**config.mk**
```make
export PLATFORM = sky130hd
export DESIGN_NAME = pipe_stage_reg
export DESIGN_NICKNAME = d
export VERILOG_FILES = /design/src/rtl/pipe_stage_reg.sv
export SDC_FILE = /design/constraint.sdc
export NUM_CORES = 1
export LEC_CHECK = 0
export BUFFER_PORTS_ARGS = -buffer_cell sky130_fd_sc_hd__buf_2
export CAP_MARGIN = 20
export CELL_PAD_IN_SITES_DETAIL_PLACEMENT = 1
export CELL_PAD_IN_SITES_GLOBAL_PLACEMENT = 1
export CORE_MARGIN = 2
export CORE_UTILIZATION = 37
export CTS_BUF_LIST = sky130_fd_sc_hd__clkbuf_8
export DETAILED_ROUTE_END_ITERATION = 12
export PLACE_DENSITY = 0.88
export SLEW_MARGIN = 20
export SYNTH_ARGS = -nofsm -noshare
export SYNTH_HDL_FRONTEND = slang
export SYNTH_SLANG_ARGS = --single-unit
```
**constraint.sdc**
```tcl
create_clock -name clk -period 3.75 [get_ports clk]
set_input_delay 0.5625 -clock clk [delete_from_list [all_inputs] [get_ports clk]]
set_output_delay 0.5625 -clock clk [all_outputs]
set_load 0.005 [all_outputs]
```
**src/rtl/pipe_stage_reg.sv**
```systemverilog
`default_nettype none
// +--------------------------------------------------------------------------+
// | Module  : pipe_stage_reg                                                 |
// | Brief   : Pipeline-stage register with valid/ready handshake, flush,     |
// |           bubble-forced control and saturating stall counter.            |
// |           Optional skid entry enabled by macro PIPE_STAGE_SKID_EN.       |
// | Revision: 1.0 - initial release                                          |
// +--------------------------------------------------------------------------+
module pipe_stage_reg #(
   parameter int unsigned        CTRL_W   = 12,
   parameter int unsigned        DATA_W   = 56,
   parameter logic [CTRL_W-1:0]  CTRL_RST = {CTRL_W{1'b0}},
   parameter logic [DATA_W-1:0]  DATA_RST = {DATA_W{1'b0}},
   parameter int unsigned        CNT_W    = 16
) (
   input  logic              clk,
   input  logic              reset,
   input  logic              in_valid,
   output logic              in_ready,
   input  logic [CTRL_W-1:0] in_ctrl,
   input  logic [DATA_W-1:0] in_data,
   input  logic              flush,
   output logic              out_valid,
   input  logic              out_ready,
   output logic [CTRL_W-1:0] out_ctrl,
   output logic [DATA_W-1:0] out_data,
   input  logic              stat_clr,
   output logic [CNT_W-1:0]  stall_cnt
);

   logic              out_valid_q, out_valid_d;
   logic [CTRL_W-1:0] out_ctrl_q,  out_ctrl_d;
   logic [DATA_W-1:0] out_data_q,  out_data_d;
   logic [CNT_W-1:0]  stall_cnt_q, stall_cnt_d;
   logic              in_fire;
   logic              out_fire;

   assign in_fire  = in_valid & in_ready;
   assign out_fire = out_valid_q & out_ready;

`ifdef PIPE_STAGE_SKID_EN
   logic              skid_valid_q, skid_valid_d;
   logic [CTRL_W-1:0] skid_ctrl_q,  skid_ctrl_d;
   logic [DATA_W-1:0] skid_data_q,  skid_data_d;

   // Ready depends only on registered skid occupancy, breaking the out_ready path.
   assign in_ready = ~skid_valid_q & ~flush;

   always_comb begin
      out_valid_d  = out_valid_q;
      out_ctrl_d   = out_ctrl_q;
      out_data_d   = out_data_q;
      skid_valid_d = skid_valid_q;
      skid_ctrl_d  = skid_ctrl_q;
      skid_data_d  = skid_data_q;
      if (flush) begin
         out_valid_d  = 1'b0;
         out_ctrl_d   = CTRL_RST;
         skid_valid_d = 1'b0;
         skid_ctrl_d  = CTRL_RST;
      end else if (out_fire) begin
         if (skid_valid_q) begin
            out_valid_d  = 1'b1;
            out_ctrl_d   = skid_ctrl_q;
            out_data_d   = skid_data_q;
            skid_valid_d = 1'b0;
            skid_ctrl_d  = CTRL_RST;
         end else if (in_fire) begin
            out_valid_d = 1'b1;
            out_ctrl_d  = in_ctrl;
            out_data_d  = in_data;
         end else begin
            out_valid_d = 1'b0;
            out_ctrl_d  = CTRL_RST;
         end
      end else if (in_fire) begin
         if (out_valid_q) begin
            skid_valid_d = 1'b1;
            skid_ctrl_d  = in_ctrl;
            skid_data_d  = in_data;
         end else begin
            out_valid_d = 1'b1;
            out_ctrl_d  = in_ctrl;
            out_data_d  = in_data;
         end
      end
   end

   always_ff @(posedge clk or posedge reset) begin
      if (reset) begin
         skid_valid_q <= 1'b0;
         skid_ctrl_q  <= CTRL_RST;
         skid_data_q  <= DATA_RST;
      end else begin
         skid_valid_q <= skid_valid_d;
         skid_ctrl_q  <= skid_ctrl_d;
         skid_data_q  <= skid_data_d;
      end
   end
`else
   assign in_ready = ~flush & (out_ready | ~out_valid_q);

   always_comb begin
      out_valid_d = out_valid_q;
      out_ctrl_d  = out_ctrl_q;
      out_data_d  = out_data_q;
      if (flush) begin
         out_valid_d = 1'b0;
         out_ctrl_d  = CTRL_RST;
      end else if (in_fire) begin
         out_valid_d = 1'b1;
         out_ctrl_d  = in_ctrl;
         out_data_d  = in_data;
      end else if (out_fire) begin
         out_valid_d = 1'b0;
         out_ctrl_d  = CTRL_RST;
      end
   end
`endif

   always_comb begin
      stall_cnt_d = stall_cnt_q;
      if (stat_clr) begin
         stall_cnt_d = '0;
      end else if (out_valid_q & ~out_ready & ~flush & ~(&stall_cnt_q)) begin
         stall_cnt_d = stall_cnt_q + CNT_W'(1);
      end
   end

   always_ff @(posedge clk or posedge reset) begin
      if (reset) begin
         out_valid_q <= 1'b0;
         out_ctrl_q  <= CTRL_RST;
         out_data_q  <= DATA_RST;
         stall_cnt_q <= '0;
      end else begin
         out_valid_q <= out_valid_d;
         out_ctrl_q  <= out_ctrl_d;
         out_data_q  <= out_data_d;
         stall_cnt_q <= stall_cnt_d;
      end
   end

   assign out_valid = out_valid_q;
   assign out_ctrl  = out_ctrl_q;
   assign out_data  = out_data_q;
   assign stall_cnt = stall_cnt_q;

endmodule
`default_nettype wire

```
# Yosys cells after proc, flatten, opt, wreduce, memory -nomap -nowiden
# Cells that the tools add are included.
# classes
mux	8
n_addsub	1
n_reduce_logical	4
bitwise_logic	11
# ops
operator	n
2-to-1 mux 12 bit	3
2-to-1 mux 16 bit	2
adder 16 x 1 -> 16 bit (second input constant)	1
AND reduction 16 bit	1
AND 1 bit	6
inverter 1 bit	4
2-to-1 mux 1 bit	3
nonzero test 3 bit	1
AND reduction 2 bit	1
nonzero test 2 bit	1
bitwise OR 1 bit	1
# totals
elab_cells	28
inputBits	74
regBits	85

# Depth between registers and ports, before layout
# Gate-level depths: netlist of the first run.
# depth
depth_word	6
ltp_mapped	7
depth_no_buf	5

# Worst setup path before layout of the first run
# Ideal clock, no wire load.
# synth_timing
path_kind	input -> register
start	input port out_ready
end	register out_data_q[0] (netlist: out_data[0])
setup_ns	0.127
n_path_buf	3
setup_slack_ns	1.988
arrival_ns	1.634
cell_stages	7
cell_sequence	nor2b_1 nor2_1 and2_1 clkbuf_1 buf_6 buf_6 mux2_1
# synth_between
elab_chain_cells	4
# synth_rtl
element	line	rtl
from (decl)	24	input logic out_ready,
bitwise OR 1 bit	101	assign in_ready = ~flush & (out_ready | ~out_valid_q);
AND 1 bit	101	
net in_ready	19	output logic in_ready,
AND 1 bit	38	assign in_fire = in_valid & in_ready;
AND reduction 2 bit (no line)	--	
to (signal assigned)	139	out_data_q <= out_data_d;
to (decl)	33	logic [DATA_W-1:0] out_data_q, out_data_d;
# The timed path passes the listed nets, and every way through them passes these cells.
# A chain may end at the register's enable or synchronous reset.

# Final worst setup path of the first run
# layout_timing
start	register out_valid_q (netlist: out_valid)
end	register out_data_q[49] (netlist: out_data[49])
# layout_between
elab_chain_cells	5
# layout_rtl
element	line	rtl
from (decl)	31	logic out_valid_q, out_valid_d;
from (signal assigned)	137	out_valid_q <= out_valid_d;
inverter 1 bit	101	
bitwise OR 1 bit	101	
AND 1 bit	101	
AND 1 bit	38	
AND reduction 2 bit (no line)	--	
# Every way passes these cells.

==> insert_results.sql, run 1 <==
INSERT INTO impl_metrics (metric_group, metric, value, unit) VALUES
('placement', 'hpwl', '7250', 'µm'),
('synthesis', 'synth.net_count', '326', ''),
('synthesis', 'yosysSeqAreaShare', '61.4', '%'),
('floorplan', 'start_util', '37.9', '%'),
('routing', 'initialDrtViolationCount', '50', ''),
('placement', 'post_place_instance_area', '4360', 'µm²'),
('clock_tree', 'clkSlewWorstSetupHoldPaths', '0.10', 'ns'),
('floorplan', 'fp.dieW', '101', 'µm'),
('clock_tree', 'clock_sink_count', '85', ''),
('worst_setup_path', 'crit_family', 'simple AND/OR/NAND/NOR gates', ''),
('clock_tree', 'cts_max_level', '3', ''),
('worst_setup_path', 'reg2reg_depth', '5', ''),
('worst_setup_path', 'cpMaxStageDelayCell', 'sky130_fd_sc_hd__and2_2', ''),
('pwr', 'total_power', '2.10', 'mW'),
('global_route', 'antenna_found_initial', '0', ''),
('pwr', 'power.clock.fraction', '32.1', '%'),
('timing', 'setup_repair_after_global_routing_missed_its_margin', 'no', ''),
('timing', 'finClkSkew', '0.0106', 'ns'),
('clock_tree', 'cts_hold_buffers', '0', ''),
('timing', 'worst_pin_slew', '0.890', 'ns'),
('timing', 'normalized_max_slew_margin', '40.4', '%'),
('pwr', 'power.share.switching', '26.9', '%'),
('worst_setup_path', 'cp_slowest_stage_delay', '0.66', 'ns'),
('routing', 'drt.antenna.violating_nets', '0', ''),
('layout', 'antenna_cells', '0', ''),
('worst_setup_path', 'buffer_and_inverter_count_on_the_worst_path', '1', ''),
('timing', 'layout_min_cycle_time', '2.22', 'ns'),
('layout', 'areaGrowthSynthToFinish', '31.8', '%'),
('pwr', 'power-per-cell-area', '461', 'nW/µm²'),
('global_route', 'grt_first_pass_wirelength', '15300', 'µm'),
('timing', 'slew_viol_final', '0', ''),
('worst_setup_path', 'regToRegStartpoint', 'out_valid$_DFFE_PP0P_', ''),
('worst_setup_path', 'critical_path_class', 'reg2reg', ''),
('layout', 'drive_gt1_share', '56.9', '%'),
('placement', 'numPortBuffers', '159', ''),
('worst_setup_path', 'ff2ff_setup_slack', '1.53', 'ns'),
('worst_setup_path', 'capturing_point_of_the_worst_reg2reg_path', 'out_data[49]$_DFFE_PP0P_', ''),
('floorplan', 'die_height', '101', 'µm'),
('timing', 'fmax', '450', 'MHz'),
('routing', 'drt_pre_antenna_iters', '4', ''),
('global_route', 'grt.total_usage', '19.4', '%'),
('pwr', 'leakagePower', '2.24', 'nW'),
('clock_tree', 'cts.repair.resized', '0', ''),
('pwr', 'internal_power', '1.54', 'mW'),
('global_route', 'overflow', '0', ''),
('worst_setup_path', 'endpoint_kind', 'flop', ''),
('worst_setup_path', 'crit_path_max_fanout', '33', ''),
('timing', 'setup-violations-final', '0', ''),
('floorplan', 'placementRows', '35', ''),
('worst_setup_path', 'timing.critical_path.cells', 'nor2b_1 -> nor2_1 -> and2_2 -> buf_4 -> mux2_2', ''),
('pwr', 'p_switching', '0.565', 'mW'),
('clock_tree', 'ctsLongestPathBuffers', '2', ''),
('synthesis', 'yosys_register_bits', '85', ''),
('clock_tree', 'worstSkewPairLatency', '0.35', 'ns'),
('layout', 'nFillCells', '1018', ''),
('floorplan', 'core', '9150', 'µm²'),
('run_status', 'status', 'finished clean', ''),
('placement', 'gpl.final_weighted_congestion', '0.760', ''),
('pwr', 'comb_power_share', '16.3', '%'),
('clock_tree', 'clock_tree_from_tritoncts', 'done', ''),
('layout', 'layout.nets', '488', ''),
('routing', 'vias', '2745', ''),
('floorplan', 'die-area', '10200', 'µm²'),
('pwr', 'seq_pwr_share', '51.6', '%'),
('worst_setup_path', 'crit_required', '3.99', 'ns'),
('routing', 'route.detailed.wl_per_inst', '17.8', 'µm'),
('clock_tree', 'numCtsBuffers', '9', ''),
('timing', 'totalNegativeSetupSlack', '0', 'ns'),
('layout', 'final_util', '49.9', '%'),
('synthesis', 'syn_std_cell_area', '3470', 'µm²'),
('timing', 'final_period_util', '59.2', '%');
## routing by layer
layer / track usage [%] / up-vias / share of wire [%]
met1: 22.2 / 1380 / 38
met2: 33.4 / 102 / 53
met4: 7.38 / 0 / 1.9
met5: 0 / - / 0
li1: - / 1250 / -
met3: 6.52 / 13 / 7.5
## worst reg2reg max path, cell delays in order (launching register included)
cell and delay, ns:
sky130_fd_sc_hd__dfrtp_1 0.41, sky130_fd_sc_hd__nor2b_1 0.17, sky130_fd_sc_hd__nor2_1 0.11, sky130_fd_sc_hd__and2_2 0.66, sky130_fd_sc_hd__buf_4 0.38, sky130_fd_sc_hd__mux2_2 0.39
## cell type report
| type | instances | area, µm² | share of cell area, % |
|---|---|---|---|
| well taps | 111 | 139 | 3.04 |
| repair buffers | 162 | 818 | 17.9 |
| clock inverters | 7 | 80.1 | 1.75 |
| multi-input cells | 152 | 1260 | 27.7 |
| inverters | 3 | 13.8 | 0.301 |
| clock buffers | 9 | 124 | 2.71 |
| flip-flops and latches | 85 | 2130 | 46.6 |
## layout by cell type, fill, tap and decap left out, types with 2 or more instances in the layout
cell type	n
sky130_fd_sc_hd__o31ai_1	4
sky130_fd_sc_hd__a22o_1	12
sky130_fd_sc_hd__nand4_1	6
sky130_fd_sc_hd__and3_1	2
sky130_fd_sc_hd__mux2_2	52
sky130_fd_sc_hd__nor2b_1	2
sky130_fd_sc_hd__nor3_1	5
sky130_fd_sc_hd__a31oi_1	2
sky130_fd_sc_hd__dfrtp_1	85
sky130_fd_sc_hd__nor2_1	10
sky130_fd_sc_hd__buf_2	159
sky130_fd_sc_hd__or4_1	4
sky130_fd_sc_hd__mux2_1	5
sky130_fd_sc_hd__nand2_1	6
sky130_fd_sc_hd__and4_1	4
sky130_fd_sc_hd__inv_1	2
sky130_fd_sc_hd__a21oi_1	11
sky130_fd_sc_hd__inv_6	3
sky130_fd_sc_hd__nand3_1	3
sky130_fd_sc_hd__o21ai_0	6
sky130_fd_sc_hd__clkbuf_8	9
sky130_fd_sc_hd__or3_1	5
sky130_fd_sc_hd__buf_4	3
## metrics by stage
stage                     hold WS (ns)  worst slack (ns)  instances
final                            0.359              1.53        529
after global placement           0.464              1.36        513
after CTS                        0.406              1.49        529
after detailed placement         0.475              1.29        513
after floorplan                  0.483             0.994        251
after global routing             0.403              1.33        529
## flip-flops by register name, summed over array words and instances, names as in the netlist
signal / cells
out_ctrl: 12
out_valid: 1
out_data: 56
stall_cnt: 16
## logic make-up (layout without fill, tap and decap cells)
kind of cell | after synthesis | count (layout) | synth area share [%]
flops | 85 | 85 | 61.4
fa+ha+maj | 1 | 1 | 0.361
simple gates | 56 | 56 | 10.1
compound gates | 37 | 37 | 7.18
mux | 58 | 58 | 18.8
buf+inv | 14 | 181 | 2.17
## power by group through the flow
stage / Combinational (mW) / Clock (mW) / Sequential [mW]
after floorplan: 0.143 / 0 / 1.11
after global placement: 0.331 / 0 / 1.10
after detailed placement: 0.350 / 0 / 1.10
after CTS: 0.350 / 0.695 / 1.09
after global routing: 0.377 / 0.732 / 1.10
final: 0.343 / 0.676 / 1.09
## how the worst max path moves through the flow
| stage | from | cells after the start | to |
|---|---|---|---|
| after floorplan | reset | 1 | out_ctrl[0]$_DFFE_PP0P_ |
| after global placement | out_ready | 6 | out_data[17]$_DFFE_PP0P_ |
| after detailed placement | out_ready | 6 | out_data[49]$_DFFE_PP0P_ |
| after CTS | out_valid$_DFFE_PP0P_ | 5 | out_data[49]$_DFFE_PP0P_ |
| after global routing | out_valid$_DFFE_PP0P_ | 5 | out_data[49]$_DFFE_PP0P_ |
| final | out_valid$_DFFE_PP0P_ | 5 | out_data[49]$_DFFE_PP0P_ |
## cell usage after synthesis
cell type                  number  area (µm²)
sky130_fd_sc_hd__buf_2          6        30.0
sky130_fd_sc_hd__o21ai_0        6        30.0
sky130_fd_sc_hd__or3_1          5        31.3
sky130_fd_sc_hd__nand2_1        6        22.5
sky130_fd_sc_hd__nand4_2        1        12.5
sky130_fd_sc_hd__and3_2         1        7.51
sky130_fd_sc_hd__a22o_1        12         105
sky130_fd_sc_hd__buf_6          2        22.5
sky130_fd_sc_hd__nand3_1        3        15.0
sky130_fd_sc_hd__a21oi_1       11        55.1
sky130_fd_sc_hd__nor3b_4        1        18.8
sky130_fd_sc_hd__nor4b_1        1        8.76
sky130_fd_sc_hd__clkbuf_1       3        11.3
sky130_fd_sc_hd__o31ai_1        4        30.0
sky130_fd_sc_hd__mux2i_1        1        10.0
sky130_fd_sc_hd__inv_1          3        11.3
sky130_fd_sc_hd__dfrtp_1       85        2130
sky130_fd_sc_hd__a41oi_1        1        8.76
sky130_fd_sc_hd__nor2b_1        2        12.5
sky130_fd_sc_hd__and4_1         4        35.0
sky130_fd_sc_hd__or4_1          4        30.0
sky130_fd_sc_hd__and2_1         2        12.5
sky130_fd_sc_hd__mux2_1         5        56.3
sky130_fd_sc_hd__and4bb_2       1        12.5
sky130_fd_sc_hd__a31oi_1        2        12.5
sky130_fd_sc_hd__nand4_1        6        37.5
sky130_fd_sc_hd__and3_1         2        12.5
sky130_fd_sc_hd__nor3_1         5        25.0
sky130_fd_sc_hd__a211oi_1       1        7.51
sky130_fd_sc_hd__ha_1           1        12.5
sky130_fd_sc_hd__mux2_2        52         586
sky130_fd_sc_hd__and4_2         1        10.0
sky130_fd_sc_hd__nor2_1        10        37.5
sky130_fd_sc_hd__nor2b_2        1        8.76
Note: power is estimated with default switching activity, not from simulation.
==> run 2, diff against run 1 <==
--- a/config.mk
+++ b/config.mk
@@ -10,10 +10,10 @@
 export CELL_PAD_IN_SITES_DETAIL_PLACEMENT = 1
 export CELL_PAD_IN_SITES_GLOBAL_PLACEMENT = 1
 export CORE_MARGIN = 2
-export CORE_UTILIZATION = 37
+export CORE_UTILIZATION = 33
 export CTS_BUF_LIST = sky130_fd_sc_hd__clkbuf_8
 export DETAILED_ROUTE_END_ITERATION = 12
-export PLACE_DENSITY = 0.88
+export PLACE_DENSITY = 0.83
 export SLEW_MARGIN = 20
 export SYNTH_ARGS = -nofsm -noshare
 export SYNTH_HDL_FRONTEND = slang
==> constraint.sdc (replaced) <==
create_clock -name clk -period 1.9 [get_ports clk]
set_input_delay 0.285 -clock clk [delete_from_list [all_inputs] [get_ports clk]]
set_output_delay 0.285 -clock clk [all_outputs]
set_load 0.005 [all_outputs]
==> insert_results.sql, run 2 (synthesis results as in run 1) <==
INSERT INTO impl_metrics (metric_group, metric, value, unit) VALUES
('floorplan', 'core', '10300', 'µm²'),
('layout', 'final_util', '45.6', '%'),
('layout', 'areaGrowthSynthToFinish', '35.3', '%'),
('worst_setup_path', 'worstPathArrival', '2.06', 'ns'),
('floorplan', 'fp.dieW', '106', 'µm'),
('clock_tree', 'ctsLongestPathBuffers', '2', ''),
('clock_tree', 'clock_root_cell', 'sky130_fd_sc_hd__clkbuf_8', ''),
('run_status', 'status', 'finished clean', ''),
('placement', 'post_place_instance_area', '4430', 'µm²'),
('layout', 'area_of_the_multi_input_gates', '1280', 'µm²'),
('worst_setup_path', 'critical_path_class', 'reg2reg', ''),
('routing', 'drt.antenna.violating_nets', '0', ''),
('floorplan', 'placementRows', '37', ''),
('routing', 'initialDrtViolationCount', '86', ''),
('layout', 'post-route-cell-area', '4690', 'µm²'),
('timing', 'holdWs', '0.0331', 'ns'),
('timing', 'finClkSkew', '0.00660', 'ns'),
('placement', 'gpl.final_weighted_congestion', '0.779', ''),
('clock_tree', 'clock_tree_from_tritoncts', 'done', ''),
('clock_tree', 'numCtsBuffers', '9', ''),
('placement', 'hpwl', '6510', 'µm'),
('worst_setup_path', 'cpMaxStageDelayCell', 'sky130_fd_sc_hd__or4_1', ''),
('worst_setup_path', 'crit_path_max_fanout', '6', ''),
('global_route', 'grt.total_usage', '16.2', '%'),
('timing', 'setup-violations-final', '0', ''),
('worst_setup_path', 'endpoint_kind', 'flop', ''),
('floorplan', 'die_height', '106', 'µm'),
('global_route', 'vias_in_the_first_global_route', '2939', ''),
('worst_setup_path', 'timing.critical_path.cells', 'ha_2 -> and4_2 -> nand4_4 -> or4_1 -> a21oi_1', ''),
('clock_tree', 'clkSlewWorstSetupHoldPaths', '0.09', 'ns'),
('layout', 'antenna_cells', '0', ''),
('timing', 'worst_pin_slew', '0.471', 'ns'),
('timing', 'setup_repair_after_global_routing_missed_its_margin', 'no', ''),
('clock_tree', 'cts_max_level', '3', ''),
('job', 'max_capacitance_violation_count', '0', ''),
('clock_tree', 'clock_sink_count', '85', ''),
('routing', 'route.detailed.wl_per_inst', '16.0', 'µm'),
('worst_setup_path', 'cp-start-kind', 'flop', ''),
('floorplan', 'die-area', '11300', 'µm²'),
('layout', 'drive_gt1_share', '57.6', '%'),
('layout', 'layout.nets', '492', ''),
('clock_tree', 'cts_hold_buffers', '0', ''),
('pwr', 'power-per-cell-area', '905', 'nW/µm²'),
('min_path', 'min-delay-path-class', 'in2async', ''),
('global_route', 'overflow', '0', ''),
('layout', 'mostFrequentLayoutCells', 'sky130_fd_sc_hd__buf_2 (159), sky130_fd_sc_hd__dfrtp_1 (85), sky130_fd_sc_hd__mux2_2 (52)', ''),
('layout', 'combined_flip_flop_and_latch_cell_area', '2130', 'µm²'),
('timing', 'final_period_util', '93.9', '%'),
('clock_tree', 'worstSkewPairLatency', '0.34', 'ns'),
('worst_setup_path', 'crit_required', '2.18', 'ns'),
('pwr', 'leakagePower', '2.28', 'nW'),
('timing', 'slew_viol_final', '0', ''),
('worst_setup_path', 'cp_slowest_stage_delay', '0.50', 'ns'),
('pwr', 'total_power', '4.24', 'mW'),
('pwr', 'worst_vdd_drop', '0.424', 'mV'),
('placement', 'numPortBuffers', '159', ''),
('routing', 'drt_wl_total', '8950', 'µm'),
('layout', 'nFillCells', '1149', ''),
('routing', 'vias', '2699', ''),
('floorplan', 'pin_count', '160', ''),
('routing', 'drt_pre_antenna_iters', '4', ''),
('layout', 'final_common_cell', 'sky130_fd_sc_hd__buf_2', ''),
('timing', 'totalNegativeSetupSlack', '0', 'ns'),
('timing', 'layout_min_cycle_time', '1.78', 'ns'),
('floorplan', 'start_util', '33.7', '%'),
('timing', 'fmax', '561', 'MHz'),
('timing', 'finalHoldViolCount', '0', ''),
('layout', 'largest_reg_flops', '56', ''),
('global_route', 'grt_max_degree', '86', ''),
('global_route', 'grt_first_pass_wirelength', '14500', 'µm'),
('global_route', 'antenna_found_initial', '0', ''),
('routing', 'drc_violation_count_after_routing', '0', ''),
('timing', 'normalized_max_slew_margin', '68.6', '%'),
('routing', 'drt-vias-per-instance', '4.84', '');
run 2: changes by cell type in the layout (fill, tap and decap cells not counted), moves of 2 or more:
cell,delta
sky130_fd_sc_hd__clkinvlp_4,+2
sky130_fd_sc_hd__buf_12,+2
sky130_fd_sc_hd__buf_4,+2
sky130_fd_sc_hd__inv_6,-3
run 2: where the power goes:
group	switching [mW]	total (mW)	internal [mW]	leakage, nW
Combinational	0.283	0.672	0.389	1.12
Clock	0.658	1.43	0.774	0.110
Sequential	0.111	2.14	2.03	1.06
Total	1.05	4.24	3.19	2.28
run 2: critical path: cells and delay by family, from the launching register on:
family          cells  cell delay (ns)
compound gates      1             0.15
simple gates        3             0.91
flops               1             0.43
fa+ha+maj           1             0.23
run 2: timing repair:
item,CTS,global route
setup endpoints to repair,0,3
gates resized for setup,0,3
buffers inserted,0,3
run 2: final cells by class:
cell class | count | share of cell area (%)
clock buffers | 10 | 2.94
clock inverters | 6 | 1.87
inverters | 3 | 0.320
multi-input cells | 152 | 27.2
flip-flops and latches | 85 | 45.4
well taps | 136 | 3.63
repair buffers | 166 | 18.6
run 2: layer usage:
layer | vias to the layer above | wire, µm | GRT usage (%)
li1 | 1259 | - | -
met1 | 1343 | 3660 | 18.9
met2 | 90 | 4560 | 27.9
met3 | 7 | 651 | 5.76
met4 | 0 | 85 | 4.92
met5 | - | 0 | 0
run 2: per-stage QoR:
step	cells	worst slack, ns
global placement	539	0.167
CTS	555	0.0811
finish	558	0.116
global route	558	0.00475
floorplan	251	0.202
detailed placement	539	0.0980
run 2: worst paths after layout:
| path | start | to | slack, ns | depth (start not counted) |
|---|---|---|---|---|
| max in group asynchronous | reset | stall_cnt[11]$_DFFE_PP0P_ | 1.47 | 3 |
| max | stall_cnt[0]$_DFFE_PP0P_ | stall_cnt[14]$_DFFE_PP0P_ | 0.12 | 5 |
| min reg2reg | out_data[4]$_DFFE_PP0P_ | out_data[4]$_DFFE_PP0P_ | 0.48 | 1 |
| min | reset | out_data[25]$_DFFE_PP0P_ | 0.03 | 3 |
| max reg2reg | stall_cnt[0]$_DFFE_PP0P_ | stall_cnt[14]$_DFFE_PP0P_ | 0.12 | 5 |
| min in group clk | in_data[1] | out_data[1]$_DFFE_PP0P_ | 0.15 | 2 |
==> run 3, diff against run 2 <==
--- a/config.mk
+++ b/config.mk
@@ -10,10 +10,9 @@
 export CELL_PAD_IN_SITES_DETAIL_PLACEMENT = 1
 export CELL_PAD_IN_SITES_GLOBAL_PLACEMENT = 1
 export CORE_MARGIN = 2
-export CORE_UTILIZATION = 33
-export CTS_BUF_LIST = sky130_fd_sc_hd__clkbuf_8
+export CORE_UTILIZATION = 32
 export DETAILED_ROUTE_END_ITERATION = 12
-export PLACE_DENSITY = 0.83
+export PLACE_DENSITY = 0.81
 export SLEW_MARGIN = 20
 export SYNTH_ARGS = -nofsm -noshare
 export SYNTH_HDL_FRONTEND = slang
==> insert_results.sql, run 3 (synthesis results as in run 1) <==
INSERT INTO impl_metrics (metric_group, metric, value, unit) VALUES
('routing', 'drt.antenna.violating_nets', '0', ''),
('timing', 'holdWs', '0.00133', 'ns'),
('worst_setup_path', 'worstPathArrival', '2.06', 'ns'),
('timing', 'slew_viol_final', '0', ''),
('floorplan', 'start_util', '33.3', '%'),
('clock_tree', 'numCtsBuffers', '9', ''),
('layout', 'combined_flip_flop_and_latch_cell_area', '2130', 'µm²'),
('routing', 'drt_wl_total', '9110', 'µm'),
('clock_tree', 'clock_tree_from_tritoncts', 'done', ''),
('clock_tree', 'worstSkewPairLatency', '0.34', 'ns'),
('routing', 'drt_pre_antenna_iters', '4', ''),
('clock_tree', 'clock_sink_count', '85', ''),
('worst_setup_path', 'cpMaxStageDelayCell', 'sky130_fd_sc_hd__or4_1', ''),
('timing', 'layout_min_cycle_time', '1.80', 'ns'),
('layout', 'instances_no_fill', '556', ''),
('floorplan', 'core', '10400', 'µm²'),
('worst_setup_path', 'critical_path_depth', '5', ''),
('routing', 'vias', '2721', ''),
('worst_setup_path', 'buffer_and_inverter_count_on_the_worst_path', '0', ''),
('clock_tree', 'clock_root_cell', 'sky130_fd_sc_hd__clkbuf_8', ''),
('pwr', 'leakagePower', '2.26', 'nW'),
('layout', 'drive_gt1_share', '57.6', '%'),
('pwr', 'worst_vdd_drop', '0.483', 'mV'),
('clock_tree', 'clkSlewWorstSetupHoldPaths', '0.09', 'ns'),
('layout', 'layout.nets', '491', ''),
('global_route', 'overflow', '0', ''),
('clock_tree', 'cts_max_level', '3', ''),
('floorplan', 'die_height', '108', 'µm'),
('routing', 'initialDrtViolationCount', '50', ''),
('layout', 'final_common_cell', 'sky130_fd_sc_hd__buf_2', ''),
('clock_tree', 'ctsLongestPathBuffers', '2', ''),
('worst_setup_path', 'cp-start-kind', 'flop', ''),
('timing', 'normalized_max_slew_margin', '61.1', '%'),
('worst_setup_path', 'reg2reg_depth', '5', ''),
('timing', 'finalHoldViolCount', '0', ''),
('global_route', 'antenna_found_initial', '0', ''),
('worst_setup_path', 'crit_path_max_fanout', '6', ''),
('layout', 'final_util', '44.7', '%'),
('layout', 'area_of_the_multi_input_gates', '1270', 'µm²'),
('job', 'max_capacitance_violation_count', '0', ''),
('layout', 'largest_reg_flops', '56', ''),
('floorplan', 'fp.dieW', '108', 'µm'),
('timing', 'setup-violations-final', '0', ''),
('routing', 'route.detailed.wl_per_inst', '16.4', 'µm'),
('routing', 'drc_violation_count_after_routing', '0', ''),
('placement', 'hpwl', '6980', 'µm'),
('timing', 'setup_repair_after_global_routing_missed_its_margin', 'no', ''),
('layout', 'areaGrowthSynthToFinish', '34.4', '%'),
('worst_setup_path', 'critical_path_class', 'reg2reg', ''),
('worst_setup_path', 'crit_family', 'simple AND/OR/NAND/NOR gates', ''),
('floorplan', 'pin_count', '160', ''),
('timing', 'final_period_util', '94.5', '%'),
('placement', 'place.detailed.instances', '540', ''),
('routing', 'drt-vias-per-instance', '4.89', ''),
('worst_setup_path', 'endpoint_kind', 'flop', ''),
('timing', 'worst_pin_slew', '0.582', 'ns'),
('worst_setup_path', 'crit_required', '2.17', 'ns'),
('timing', 'finClkSkew', '0.00915', 'ns'),
('global_route', 'grt.total_usage', '15.8', '%'),
('worst_setup_path', 'timing.critical_path.cells', 'ha_2 -> and4_1 -> nand4_2 -> or4_1 -> a21oi_1', ''),
('global_route', 'grt_first_pass_wirelength', '14500', 'µm'),
('layout', 'mostFrequentLayoutCells', 'sky130_fd_sc_hd__buf_2 (159), sky130_fd_sc_hd__dfrtp_1 (84), sky130_fd_sc_hd__mux2_2 (52)', ''),
('global_route', 'grt_max_degree', '60', ''),
('layout', 'nFillCells', '1156', ''),
('floorplan', 'die-area', '11700', 'µm²'),
('placement', 'gpl.final_weighted_congestion', '0.802', ''),
('floorplan', 'placementRows', '37', ''),
('global_route', 'vias_in_the_first_global_route', '3002', ''),
('placement', 'numPortBuffers', '159', ''),
('min_path', 'min-delay-path-class', 'in2async', ''),
('run_status', 'status', 'finished clean', ''),
('pwr', 'power-per-cell-area', '880', 'nW/µm²'),
('layout', 'antenna_cells', '0', ''),
('timing', 'fmax', '557', 'MHz'),
('worst_setup_path', 'cp_slowest_stage_delay', '0.51', 'ns'),
('timing', 'totalNegativeSetupSlack', '0', 'ns');
==> run 3: cell types whose count changed in the layout (fill, tap and decap cells not counted), sizes merged <==
cell,before,now
buf,166,165
clkbuf,10,11
clkinv,1,2
clkinvlp,3,2
inv,3,2
bufinv,2,1
==> run 3: power breakdown <==
group / internal (mW) / leakage (nW) / switching, mW
combinational: 0.393 / 1.11 / 0.284
sequential: 2.03 / 1.05 / 0.107
clock: 0.668 / 0.101 / 0.619
total: 3.09 / 2.26 / 1.01
==> run 3: through the flow <==
step	setup WS, ns	power, mW	instance area (µm²)
after global placement	0.148	2.82	4450
after global routing	0.00383	4.31	4660
final	0.105	4.10	4660
after CTS	0.0477	4.19	4650
after floorplan	0.202	2.47	3470
after detailed placement	0.0704	2.87	4450
==> run 3: final timing paths <==
check                      slack (ns)                         to                     start
min in group clk                 0.16    out_data[0]$_DFFE_PP0P_                in_data[0]
max in group asynchronous        1.32   out_data[42]$_DFFE_PP0P_                     reset
setup reg to reg                 0.10  stall_cnt[14]$_DFFE_PP0P_  stall_cnt[0]$_DFFE_PP0P_
hold / removal                  0.001  stall_cnt[11]$_DFFE_PP0P_                     reset
hold reg to reg                  0.49    out_data[0]$_DFFE_PP0P_   out_data[0]$_DFFE_PP0P_
setup / recovery                 0.10  stall_cnt[14]$_DFFE_PP0P_  stall_cnt[0]$_DFFE_PP0P_
==> run 3: final cells by class <==
type,count,share of cell area [%]
Clock inverter,4,1.02
Timing Repair Buffer,165,18.9
Clock buffer,11,3.25
Inverter,3,0.322
Multi-Input combinational cell,152,27.2
Tap cell,136,3.65
Sequential cell,85,45.7
==> run 3: worst register-to-register path: stages (launching register included) <==
cell                      delay [ns]
sky130_fd_sc_hd__dfrtp_2        0.42
sky130_fd_sc_hd__ha_2           0.21
sky130_fd_sc_hd__and4_1         0.26
sky130_fd_sc_hd__nand4_2        0.18
sky130_fd_sc_hd__or4_1          0.51
sky130_fd_sc_hd__a21oi_1        0.15
==> run 3: routing by layer <==
layer  up-vias  GRT usage, %  wire [µm]
li1       1251             -          -
met1      1356          17.0       3400
met2       103          29.4       4900
met3        11          4.94        694
met4         0          5.40        110
met5         -             0          0
==> run 3: what timing repair did <==
action,CTS,global route
endpoints found under the hold margin,0,0
setup buffers,0,1
resized for setup,0,2
hold buffers,0,0
setup endpoints to repair,0,6
